$ cat config.mk
export PLATFORM = sky130hd
export DESIGN_NAME = reorder_buffer
export DESIGN_NICKNAME = d
export VERILOG_FILES = /design/src/rtl/reorder_buffer.sv
export SDC_FILE = /design/constraint.sdc
export NUM_CORES = 1
export LEC_CHECK = 0
export BUFFER_PORTS_ARGS = -buffer_cell sky130_fd_sc_hd__buf_2
export CAP_MARGIN = 25
export CORE_UTILIZATION = 40
export DETAILED_ROUTE_END_ITERATION = 16
export PLACE_DENSITY_LB_ADDON = 0.15
export SYNTH_ARGS = -nofsm -noshare
export SYNTH_HDL_FRONTEND = slang
export SYNTH_SLANG_ARGS = --single-unit
$ cat constraint.sdc
create_clock -name clk -period 4.15 [get_ports clk]
set_clock_uncertainty 0.05 [all_clocks]
set_input_delay 0 -clock clk [delete_from_list [all_inputs] [get_ports clk]]
set_output_delay 0 -clock clk [all_outputs]
set_load 0.05 [all_outputs]
$ cat src/rtl/reorder_buffer.sv
// Circular in-order commit buffer: dispatch allocation, CDB writeback, in-order retire and mispredict flush.
// Optional macro ROB_BYPASS_EN lets operand queries see the live CDB broadcast in the same cycle.
module reorder_buffer #(
  parameter int XLEN           = 32,
  parameter int REG_CNT_WIDTH  = 5,
  parameter int ROB_SIZE_WIDTH = 3
) (
  input  logic                      clk,
  input  logic                      rst_n,
  input  logic                      dec_ready,
  input  logic [REG_CNT_WIDTH-1:0]  dec_rd,
  input  logic                      dec_is_branch,
  input  logic                      dec_pred_taken,
  input  logic [XLEN-1:0]           dec_alt_pc,
  input  logic                      cdb_ready,
  input  logic [ROB_SIZE_WIDTH-1:0] cdb_rob_id,
  input  logic [XLEN-1:0]           cdb_val,
  input  logic                      cdb_taken,
  input  logic [ROB_SIZE_WIDTH-1:0] qry_id1,
  input  logic [ROB_SIZE_WIDTH-1:0] qry_id2,
  output logic                      qry_ready1,
  output logic                      qry_ready2,
  output logic [XLEN-1:0]           qry_val1,
  output logic [XLEN-1:0]           qry_val2,
  output logic                      rob_full,
  output logic [ROB_SIZE_WIDTH-1:0] rob_head_id,
  output logic [ROB_SIZE_WIDTH-1:0] rob_tail_id,
  output logic                      rob_ready,
  output logic [REG_CNT_WIDTH-1:0]  rob_rd,
  output logic [XLEN-1:0]           rob_val,
  output logic                      rob_flush,
  output logic [XLEN-1:0]           rob_flush_pc
);

  localparam int ENTRIES = 1 << ROB_SIZE_WIDTH;
  localparam logic [ROB_SIZE_WIDTH:0]   FULL_CNT = {1'b1, {ROB_SIZE_WIDTH{1'b0}}};
  localparam logic [ROB_SIZE_WIDTH-1:0] PTR_ONE  = {{(ROB_SIZE_WIDTH-1){1'b0}}, 1'b1};

  logic [ENTRIES-1:0]       valid_r, done_r, br_r, pred_r, taken_r;
  logic [REG_CNT_WIDTH-1:0] rd_r  [ENTRIES];
  logic [XLEN-1:0]          val_r [ENTRIES];
  logic [XLEN-1:0]          alt_r [ENTRIES];

  logic [ROB_SIZE_WIDTH-1:0] head_r, tail_r;
  logic [ROB_SIZE_WIDTH:0]   count_r;

  logic full_s, commit_s, mispred_s, disp_s, wb_s;
  logic byp1_s, byp2_s;

  assign full_s      = (count_r == FULL_CNT);
  assign rob_full    = full_s;
  assign rob_head_id = head_r;
  assign rob_tail_id = tail_r;

  // Per-cycle control decisions; nothing is accepted while a flush pulse is visible
  always_comb begin
    commit_s  = valid_r[head_r] && done_r[head_r];
    mispred_s = commit_s && br_r[head_r] && (taken_r[head_r] != pred_r[head_r]);
    disp_s    = dec_ready && !full_s && !rob_flush;
    wb_s      = cdb_ready && !rob_flush && valid_r[cdb_rob_id];
  end

  // Operand lookups: stored completion, optionally overridden by the live broadcast
  always_comb begin
`ifdef ROB_BYPASS_EN
    byp1_s = cdb_ready && (cdb_rob_id == qry_id1) && valid_r[qry_id1];
    byp2_s = cdb_ready && (cdb_rob_id == qry_id2) && valid_r[qry_id2];
`else
    byp1_s = 1'b0;
    byp2_s = 1'b0;
`endif
    if (byp1_s) begin
      qry_ready1 = 1'b1;
      qry_val1   = cdb_val;
    end else if (valid_r[qry_id1] && done_r[qry_id1]) begin
      qry_ready1 = 1'b1;
      qry_val1   = val_r[qry_id1];
    end else begin
      qry_ready1 = 1'b0;
      qry_val1   = {XLEN{1'b0}};
    end
    if (byp2_s) begin
      qry_ready2 = 1'b1;
      qry_val2   = cdb_val;
    end else if (valid_r[qry_id2] && done_r[qry_id2]) begin
      qry_ready2 = 1'b1;
      qry_val2   = val_r[qry_id2];
    end else begin
      qry_ready2 = 1'b0;
      qry_val2   = {XLEN{1'b0}};
    end
  end

  // Entry storage, pointers, occupancy and the registered commit/flush outputs
  always_ff @(posedge clk or negedge rst_n) begin
    if (!rst_n) begin
      valid_r      <= {ENTRIES{1'b0}};
      done_r       <= {ENTRIES{1'b0}};
      br_r         <= {ENTRIES{1'b0}};
      pred_r       <= {ENTRIES{1'b0}};
      taken_r      <= {ENTRIES{1'b0}};
      for (int i = 0; i < ENTRIES; i++) begin
        rd_r[i]  <= {REG_CNT_WIDTH{1'b0}};
        val_r[i] <= {XLEN{1'b0}};
        alt_r[i] <= {XLEN{1'b0}};
      end
      head_r       <= {ROB_SIZE_WIDTH{1'b0}};
      tail_r       <= {ROB_SIZE_WIDTH{1'b0}};
      count_r      <= {(ROB_SIZE_WIDTH+1){1'b0}};
      rob_ready    <= 1'b0;
      rob_rd       <= {REG_CNT_WIDTH{1'b0}};
      rob_val      <= {XLEN{1'b0}};
      rob_flush    <= 1'b0;
      rob_flush_pc <= {XLEN{1'b0}};
    end else begin
      rob_ready <= commit_s;
      rob_flush <= mispred_s;
      if (commit_s) begin
        rob_rd  <= rd_r[head_r];
        rob_val <= val_r[head_r];
      end
      if (mispred_s) begin
        rob_flush_pc <= alt_r[head_r];
      end
      if (wb_s) begin
        done_r[cdb_rob_id]  <= 1'b1;
        val_r[cdb_rob_id]   <= cdb_val;
        taken_r[cdb_rob_id] <= cdb_taken;
      end
      // A mispredicted commit discards every younger entry, including a same-cycle dispatch
      if (mispred_s) begin
        valid_r <= {ENTRIES{1'b0}};
        done_r  <= {ENTRIES{1'b0}};
        head_r  <= head_r + PTR_ONE;
        tail_r  <= head_r + PTR_ONE;
        count_r <= {(ROB_SIZE_WIDTH+1){1'b0}};
      end else begin
        if (disp_s) begin
          valid_r[tail_r] <= 1'b1;
          done_r[tail_r]  <= 1'b0;
          br_r[tail_r]    <= dec_is_branch;
          pred_r[tail_r]  <= dec_pred_taken;
          rd_r[tail_r]    <= dec_rd;
          alt_r[tail_r]   <= dec_alt_pc;
          tail_r          <= tail_r + PTR_ONE;
        end
        if (commit_s) begin
          valid_r[head_r] <= 1'b0;
          head_r          <= head_r + PTR_ONE;
        end
        case ({disp_s, commit_s})
          2'b10:   count_r <= count_r + {{ROB_SIZE_WIDTH{1'b0}}, 1'b1};
          2'b01:   count_r <= count_r - {{ROB_SIZE_WIDTH{1'b0}}, 1'b1};
          default: count_r <= count_r;
        endcase
      end
    end
  end

endmodule

==> results.toml, run 1 <==
[power_and_ir_drop]
ir_drop_uv = 452
finalPower_mw = 32.8
p_per_area_mw_per_mm2 = 823
p_leak_nw = 17.0

[drt]
postRouteAntennaNets = 0
drt_iter0_drc = 956
drc = 0
dr.pass1.iters = 5
vias = 20400
routed_wirelength_mm = 89.6
via_per_inst = 5.70
wire_per_inst_um = 25.0

[synthesis]
synth_edf_count = 0
synth_compound_area_share_pct = 1.40
syn_nets = 2249
ys_ff_latch = 673
synth_xor_area_share_pct = 0.208
synth_warnings = 0
synthAdderAreaFrac_pct = 0.148
synthCells = 2160
async_reset_ff_share_pct = 100
syn_area_sq_mm = 0.0337
avgSynthCellArea_sq_um = 15.6
synthMuxAreaShare_pct = 43.4
ys_seq_area_share_pct = 50.0
synth_top_family_by_area = "multiplexers"
synthFlopType = "dfrtp_1"
synthSimpleGateAreaFrac_pct = 2.39
synth_cell_type_count = 47

[place]
placed_cells = 3357
routabilityCongestion = 0.790
io_buffers = 228
hpwlAfterDp_mm = 53.7

[sta]
slew_headroom_pct = 27.1
period_minus_slack_ps = 3580
tns_ps = 0
worstMarginPinSlew_ps = 1090
slew_violations = 0
final-hold-violation-count = 0
fmax_ghz = 0.280
rsz0062_at_grt = "false"
period_share_pct = 86.2
finalSetupViolCount = 0

[hold_path]
hp-class = "in2reg"
min_from = "cdb_ready"

[status]
status = "finished clean"

[setup_path]
worst_r2r_startpoint = "rob_head_id[1]$_DFFE_PN0P_"
worstSetupStartpointType = "register"
worstSetupPathType = "reg2reg"
crit_arrival_ps = 3980
critPathMaxFanout = 30
crit_required_ps = 4560
crit_start = "rob_head_id[1]$_DFFE_PN0P_"
end_kind = "register"

[clock_tree]
clk_pin_slew_ps = 60
cts_buffers = 79
cts_tree = "built"
cts_resized = 0
clockBufferDepth = 3
clock-sinks = 673
worstSkewPairLatency_ps = 650
clockRootBuffer = "clkbuf_16"
cts.htree.levels = 3

[die]
start_util_pct = 40.4
dieArea_sq_mm = 0.0855
ios = 229
placementRows = 106
die_height_um = 292
core_area_sq_mm = 0.0836
fp.dieW_um = 292

[grt]
grt_pass1_vias = 22200
grt_usage_pct = 21.4
grt_max_degree = 113
overflow = 0
grt_pass1_wl_mm = 140
antenna_found_initial = 10

[layout]
stdcell_count = 3583
drive_gt1_share_pct = 51.2
nets = 2525
area_growth_pct = 18.2

[flow_run]
max_cap_violations = 0
-- per-stage QoR --
stage / worst slack (ps) / utilization (%) / area, sq um / hold slack (ps)
final: 574 / 47.7 / 39800 / 127
after global routing: 387 / 47.7 / 39800 / 122
after CTS: 514 / 47.7 / 39800 / 80.3
after detailed placement: 513 / 43.4 / 36300 / 63.2
after global placement: 585 / 43.4 / 36300 / 62.7
after floorplan: 773 / - / 33700 / -346
-- cell usage after synthesis, types with 3 or more instances --
master	instances	area, sq um
dfrtp_1	673	16800
buf_4	5	37.5
nand3_1	8	40.0
a21oi_1	3	15.0
ha_1	4	50.1
a31oi_1	10	62.6
mux2i_1	106	1060
xor2_1	3	26.3
buf_1	38	143
a211oi_1	4	30.0
o21ai_0	44	220
buf_6	13	146
and3_1	4	25.0
mux2_4	10	150
nand2b_1	6	37.5
clkbuf_1	78	293
mux2_1	87	980
nand2_1	65	244
o22ai_1	6	37.5
mux2_2	548	6170
nor2b_1	5	31.3
nor2_1	81	304
nor3_1	7	35.0
buf_2	35	175
xnor2_1	5	43.8
mux4_2	279	6280
inv_1	7	26.3
-- sequential cells by signal, summed over array words and instances, names as in the netlist, 4 cells and up --
name	flops
taken_r	8
rob_flush_pc	32
alt_r	256
val_r	256
br_r	8
done_r	8
rd_r	40
rob_val	32
count_r	4
valid_r	8
rob_rd	5
pred_r	8
-- report_power, final --
group | switching, mW | internal (mW) | leakage [nW]
logic | 6.52 | 6.95 | 7.34
clock network | 2.89 | 4.41 | 1.36
registers | 2.25 | 9.77 | 8.27
total | 11.7 | 21.1 | 17.0
-- routing by layer --
layer / global-route usage [%] / share of wire, % / up-vias
met5: 0 / 0.084 / -
met1: 28.0 / 42 / 10900
met3: 3.61 / 4.6 / 152
met4: 6.88 / 2.8 / 12
li1: - / - / 8816
met2: 36.2 / 50 / 504
-- worst paths after layout --
check,to,slack (ps),cells past startpoint
min in group asynchronous,val_r[56]$_DFFE_PN0P_,460,3
worst max-delay path,done_r[7]$_DFF_PN0_,570,8
max in group asynchronous,alt_r[230]$_DFFE_PN0P_,2350,4
worst min register to register,rob_val[15]$_DFFE_PN0N_,420,2
worst max register to register,done_r[7]$_DFF_PN0_,570,8
worst min-delay path,val_r[98]$_DFFE_PN0P_,130,5
-- layout by cell type, fill, tap and decap left out, drive strengths merged, types with 7 or more instances in the layout --
cell         Yosys  final
nor2            81     81
clkbuf          78    115
bufinv           0      7
dfrtp          673    673
a31oi           10     10
o21ai           44     44
mux2           645    645
clkinv           1     17
buf             91    287
nand3            8      8
nand2           65     65
inv              8     11
dlygate4sd3      0     77
mux4           279    279
nor3             7      7
mux2i          106    106
-- repair_timing --
action,4_1_cts,5_1_grt
hold buffers,77,0
endpoints found under the hold margin,668,0
buffers inserted,0,0
-- cell families (layout without fill, tap and decap cells) --
group | count (synthesis) | count (layout)
DFF | 673 | 673
AOI/OAI and AO/OA | 79 | 79
buffers and inverters | 178 | 516
other | 0 | 5
xor gates and xnor gates | 8 | 8
adders and majority gates | 4 | 4
muxes | 1030 | 1030
and+or+nand+nor | 188 | 188
-- cell type report --
| cell class | count | area (sq um) |
|---|---|---|
| clock inverters | 28 | 432 |
| well taps | 1080 | 1350 |
| fillers | 7302 | 43700 |
| flip-flops and latches | 673 | 16900 |
| clock buffers | 115 | 2350 |
| inverters | 9 | 36.3 |
| diodes | 5 | 12.5 |
| multi-input cells | 1309 | 16200 |
| repair buffers | 364 | 2570 |
-- worst max-delay path: stages (launching register included) --
cell and delay, ps:
dfrtp_4 810, mux4_2 570, mux2i_1 320, xor2_2 390, buf_4 290, and3_2 210, buf_4 390, buf_4 310
a211oi_1 80
(Power assumes the default switching activity.)
==> inputs of run 2 (changes only) <==
--- a/config.mk
+++ b/config.mk
@@ -9,7 +9,7 @@
 export CAP_MARGIN = 25
 export CORE_UTILIZATION = 40
 export DETAILED_ROUTE_END_ITERATION = 16
-export PLACE_DENSITY_LB_ADDON = 0.15
+export PLACE_DENSITY = 0.62
 export SYNTH_ARGS = -nofsm -noshare
 export SYNTH_HDL_FRONTEND = slang
 export SYNTH_SLANG_ARGS = --single-unit
==> run 2 against run 1 <==
Net effect: final cell count is 0.14% lower; clock power is 5.9% lower; global-route usage about the same; count of clock-buffer cells in the layout fell by 3; register-to-register slack better by 240 ps; routed wire length is 0.43% lower; critical path depth is 2 lower; sequential share of layout area up 0.19 points; total power is 1.1% lower; final area is 0.45% lower; first-iteration DRC count grew 13%.
==> results.toml, run 2 (same netlist as run 1, synthesis figures left out) <==
[clock_tree]
clk_pin_slew_ps = 60
clock-sinks = 673
cts.htree.levels = 3
cts_resized = 0
worstSkewPairLatency_ps = 640
clockRootBuffer = "clkbuf_16"
cts_buffers = 76
cts_tree = "built"
clockBufferDepth = 3

[power_and_ir_drop]
ir_drop_uv = 488
p_leak_nw = 16.9
p_per_area_mw_per_mm2 = 818
finalPower_mw = 32.4

[setup_path]
crit_buf_inv = 2
worstSetupPathType = "reg2reg"
crit_arrival_ps = 3780
end_kind = "register"
crit_required_ps = 4600
slowest_delay_ps = 800
cp_cell_sequence = "mux4_2 > mux2_4 > inv_4 > and3_2 > buf_4 > mux2_2"
critPathTopFamily = "multiplexers"
worstSetupStartpointType = "register"
worst_r2r_startpoint = "rob_head_id[1]$_DFFE_PN0P_"
critPathMaxFanout = 33
crit_start = "rob_head_id[1]$_DFFE_PN0P_"
crit_slowest_cell = "dfrtp_4"

[layout]
multi_input_area_sq_mm = 0.0162
drive_gt1_share_pct = 50.8
fill_cells = 7231
reg_top3 = "alt_r: 256 flops, val_r: 256 flops, rd_r: 40 flops"
nets = 2522
final_common_cell = "dfrtp_1"
final_cell_mix = "dfrtp_1, mux2_2, mux4_2"
area_growth_pct = 17.7
regArea_sq_mm = 0.0169

[grt]
antenna_found_initial = 7
grt_pass1_wl_mm = 140
grt_usage_pct = 21.4
overflow = 0
grt_pass1_vias = 22400
grt_max_degree = 94

[drt]
vias = 20600
drt_iter0_drc = 1077
drc = 0
dr.pass1.iters = 5
routed_wirelength_mm = 89.2
wire_per_inst_um = 24.9
via_per_inst = 5.76
postRouteAntennaNets = 0

[sta]
period_minus_slack_ps = 3330
slew_headroom_pct = 31.2
rsz0062_at_grt = "false"
tns_ps = 0
final-hold-violation-count = 0
slew_violations = 0
finalSetupViolCount = 0
fmax_ghz = 0.300
period_share_pct = 80.3
holdWs_ps = 101
worstMarginPinSlew_ps = 1030

[place]
hpwlAfterDp_mm = 54.3
routabilityCongestion = 0.811
io_buffers = 228

[die]
core_area_sq_mm = 0.0836
placementRows = 106
start_util_pct = 40.4
die_height_um = 292
dieArea_sq_mm = 0.0855
fp.dieW_um = 292
ios = 229

[flow_run]
max_cap_violations = 0

[status]
status = "finished clean"

[hold_path]
min_from = "cdb_ready"
hp-class = "in2reg"
run 2: cell count changes in the layout (fill, tap and decap cells not counted), moves of 3 or more:
cell and delta:
clkbuf_1 +4, inv_16 +3, clkbuf_16 -4, bufinv_16 -3, clkbuf_8 -3
run 2: report_power, final:
part	leakage [nW]	internal [mW]	switching [mW]
combinational	7.34	6.95	6.49
sequential	8.27	9.77	2.34
clock	1.27	4.02	2.85
total	16.9	20.7	11.7
run 2: per-stage QoR:
step,cells,cell area [sq um],util (%),worst slack (ps)
floorplan,2160,33700,-,773
global placement,3356,36300,43.4,841
detailed placement,3356,36300,43.4,804
CTS,3569,39600,47.4,770
global route,3573,39700,47.5,670
finish,3578,39700,47.5,818
run 2: final timing paths:
| check | end | slack, ps | depth (start not counted) |
|---|---|---|---|
| min | done_r[5]$_DFF_PN0_ | 100 | 4 |
| min reg2reg | rob_val[13]$_DFFE_PN0N_ | 420 | 2 |
| max in group asynchronous | alt_r[190]$_DFFE_PN0P_ | 2470 | 4 |
| min in group asynchronous | val_r[248]$_DFFE_PN0P_ | 450 | 3 |
| max | rob_flush_pc[1]$_DFFE_PN0N_ | 820 | 6 |
| max reg2reg | rob_flush_pc[1]$_DFFE_PN0N_ | 820 | 6 |
run 2: metal layers:
| metal | global-route usage (%) | up-vias | part of all wire (%) |
|---|---|---|---|
| met2 | 36.1 | 570 | 50 |
| li1 | - | 8813 | - |
| met4 | 5.02 | 4 | 2.0 |
| met1 | 28.5 | 11100 | 43 |
| met3 | 4.01 | 132 | 5.2 |
| met5 | 0 | - | 0.025 |
run 2: repair_timing:
item / in CTS / in global routing
hold buffers: 77 / 1
endpoints found under the hold margin: 686 / 3
endpoints found under the setup margin: 0 / 0
buffers inserted: 0 / 0
run 2: layout make-up:
class                           instances  area share, %
Multi-Input combinational cell       1309           40.9
Sequential cell                       673           42.5
Clock buffer                          112           5.61
Timing Repair Buffer                  364           6.54
Tap cell                             1080           3.41
Antenna cell                            7         0.0442
Clock inverter                         24          0.883
Inverter                                9         0.0915
run 2: tightest hold or removal path, stage by stage:
cell	delay (ps)
buf_2	110
nand2b_1	80
or4_2	390
a211oi_1	150
==> inputs of run 3 (changes only) <==
--- a/config.mk
+++ b/config.mk
@@ -5,11 +5,12 @@
 export SDC_FILE = /design/constraint.sdc
 export NUM_CORES = 1
 export LEC_CHECK = 0
+export ABC_AREA = 1
 export BUFFER_PORTS_ARGS = -buffer_cell sky130_fd_sc_hd__buf_2
 export CAP_MARGIN = 25
 export CORE_UTILIZATION = 40
 export DETAILED_ROUTE_END_ITERATION = 16
-export PLACE_DENSITY = 0.62
+export PLACE_DENSITY = 0.64
 export SYNTH_ARGS = -nofsm -noshare
 export SYNTH_HDL_FRONTEND = slang
 export SYNTH_SLANG_ARGS = --single-unit
==> constraint.sdc (replaced) <==
create_clock -name clk -period 2.8 [get_ports clk]
set_clock_uncertainty 0.05 [all_clocks]
set_input_delay 0 -clock clk [delete_from_list [all_inputs] [get_ports clk]]
set_output_delay 0 -clock clk [all_outputs]
set_load 0.05 [all_outputs]
==> run 3 against run 2 <==
Net effect: die area rose by 0.23%; setup slack lost 680 ps; synthesized cell count grew 110%; combinational power up 41%; highest routed layer unchanged; largest power group unchanged.
==> results.toml, run 3 <==
[status]
status = "finished clean"

[layout]
area_growth_pct = 17.6
nets = 4672
final_common_cell = "nand2_1"
fill_cells = 8270
drive_gt1_share_pct = 10.7
multi_input_area_sq_mm = 0.0146
reg_top3 = "alt_r: 256 flops, val_r: 256 flops, rd_r: 40 flops"
stdcell_count = 5784
final_util_pct = 47.5
regArea_sq_mm = 0.0168
final_cell_mix = "nand2_1, o21ai_0, dfrtp_1"

[synthesis]
synthFlopType = "dfrtp_1"
ys_ff_latch = 673
synth_warnings = 0
synth_top_area_share_pct = 49.8
synth_common_cells = "nand2_1, o21ai_0, dfrtp_1"
synth_cell_type_count = 38
ys_seq_area_share_pct = 49.8
yosysTopAreaCell = "dfrtp_1"
synth_edf_count = 0
synthCells = 4435
async_reset_ff_share_pct = 100
synth.most_common_cell = "nand2_1"
syn_nets = 4524
synth_area_leaders = "dfrtp_1, o21ai_0, nand2_1"
avgSynthCellArea_sq_um = 7.62
syn_area_sq_mm = 0.0338

[grt]
overflow = 0
antenna_found_initial = 2
grt_pass1_vias = 29700
grt_pass1_wl_mm = 172
grt_usage_pct = 25.5
grt_max_degree = 135

[clock_tree]
cts_tree = "built"
worstSkewPairLatency_ps = 650
clock-sinks = 673
clockRootBuffer = "clkbuf_16"
cts_buffers = 79
cts.htree.levels = 3
clk_pin_slew_ps = 60
clockBufferDepth = 3

[drt]
routed_wirelength_mm = 110
wire_per_inst_um = 19.0
drt_iter0_drc = 2704
via_per_inst = 5.43
dr.pass1.iters = 6
drc = 0
postRouteAntennaNets = 0
vias = 31400

[power_and_ir_drop]
finalPower_mw = 46.9
p_leak_nw = 19.0
ir_drop_uv = 651
p_per_area_mw_per_mm2 = 1180

[die]
core_area_sq_mm = 0.0837
start_util_pct = 40.4
ios = 229
die_height_um = 293
placementRows = 106
dieArea_sq_mm = 0.0856
fp.dieW_um = 293

[hold_path]
min_from = "dec_ready"
hp-class = "in2reg"

[flow_run]
max_cap_violations = 0

[place]
io_buffers = 228
hpwlAfterDp_mm = 64.9
routabilityCongestion = 0.851
placed_cells = 5556

[setup_path]
critPathMaxFanout = 33
crit_arrival_ps = 2610
crit_required_ps = 2750
worstSetupStartpointType = "register"
worstSetupPathType = "reg2out"
crit_start = "valid_r[1]$_DFF_PN0_"
r2r_slack_ps = 250
end_kind = "primary output"
worst_r2r_startpoint = "rob_head_id[0]$_DFFE_PN0P_"

[sta]
rsz0062_at_grt = "false"
fmax_ghz = 0.375
slew_headroom_pct = 42.7
holdWs_ps = 21.5
tns_ps = 0
slew_violations = 0
worstMarginPinSlew_ps = 859
period_share_pct = 95.2
final-hold-violation-count = 0
period_minus_slack_ps = 2660
finalSetupViolCount = 0
## run 3: changes by cell type after synthesis, sizes merged, moves of 253 or more
cell / previous run / this run
a21oi: 3 / 340
inv: 8 / 261
mux2: 645 / 0
mux4: 279 / 0
nand2: 65 / 1105
nor2: 81 / 373
o21ai: 44 / 1098
## run 3: final cells by class
cell class | count | share of cell area [%]
clock inverter | 39 | 1.31
antenna | 1 | 0.00630
tap | 1134 | 3.57
sequential | 673 | 42.4
timing repair buffer | 405 | 7.96
inverter | 264 | 2.51
clock buffer | 108 | 5.53
multi-input combinational | 3160 | 36.7
## run 3: final timing paths
check                      cells after the start                         end
min in group asynchronous                      3      val_r[200]$_DFFE_PN0P_
max reg2reg                                   12  rob_tail_id[2]$_DFFE_PN0P_
min reg2reg                                    2      rob_val[9]$_DFFE_PN0N_
min                                            8         done_r[2]$_DFF_PN0_
max in group asynchronous                      3      alt_r[122]$_DFFE_PN0P_
max                                            9                 qry_val2[5]
## run 3: through the flow
stage | instance area (sq um) | setup WS [ps]
after floorplan | 33800 | 234
after global placement | 36200 | 295
after detailed placement | 36200 | 263
after CTS | 39700 | 8.89
after global routing | 39700 | 41.3
final | 39700 | 135
## run 3: critical path, stage by stage, from the launching register on
cell	delay, ps
dfrtp_1	420
nand2_1	70
inv_1	50
o21ai_1	110
a21oi_1	60
or3_1	340
nand2_1	80
buf_6	360
nor2_1	210
buf_2	260
## run 3: cells by family (layout without fill, tap and decap cells)
| family | count (synthesis) | after routing | share of synthesized area [%] |
|---|---|---|---|
| xor gates and xnor gates | 3 | 3 | 0.0778 |
| adders and majority gates | 4 | 4 | 0.148 |
| other | 0 | 1 | 0 |
| DFF | 673 | 673 | 49.8 |
| buffers and inverters | 602 | 816 | 7.39 |
| and+or+nand+nor | 1557 | 1557 | 18.0 |
| AOI/OAI and AO/OA | 1596 | 1596 | 24.5 |
## run 3: power breakdown
| group | switching [mW] | internal (mW) | total, mW |
|---|---|---|---|
| logic | 13.0 | 5.91 | 18.9 |
| registers | 2.96 | 14.3 | 17.2 |
| clock network | 4.41 | 6.32 | 10.7 |
| total | 20.4 | 26.5 | 46.9 |
## run 3: timing repair
item	in CTS	in global routing
pin swaps	0	1
hold buffers	78	0
resized for setup	1	2
endpoints found under the setup margin	30	31
buffers inserted	0	2
endpoints found under the hold margin	1252	0
## run 3: layer usage
layer / part of all wire [%] / vias up / track usage (%)
met5: 0.015 / - / 0
met4: 3.2 / 2 / 9.23
met3: 7.1 / 201 / 3.96
met2: 46 / 1148 / 40.7
met1: 44 / 15000 / 35.2
li1: - / 15100 / -
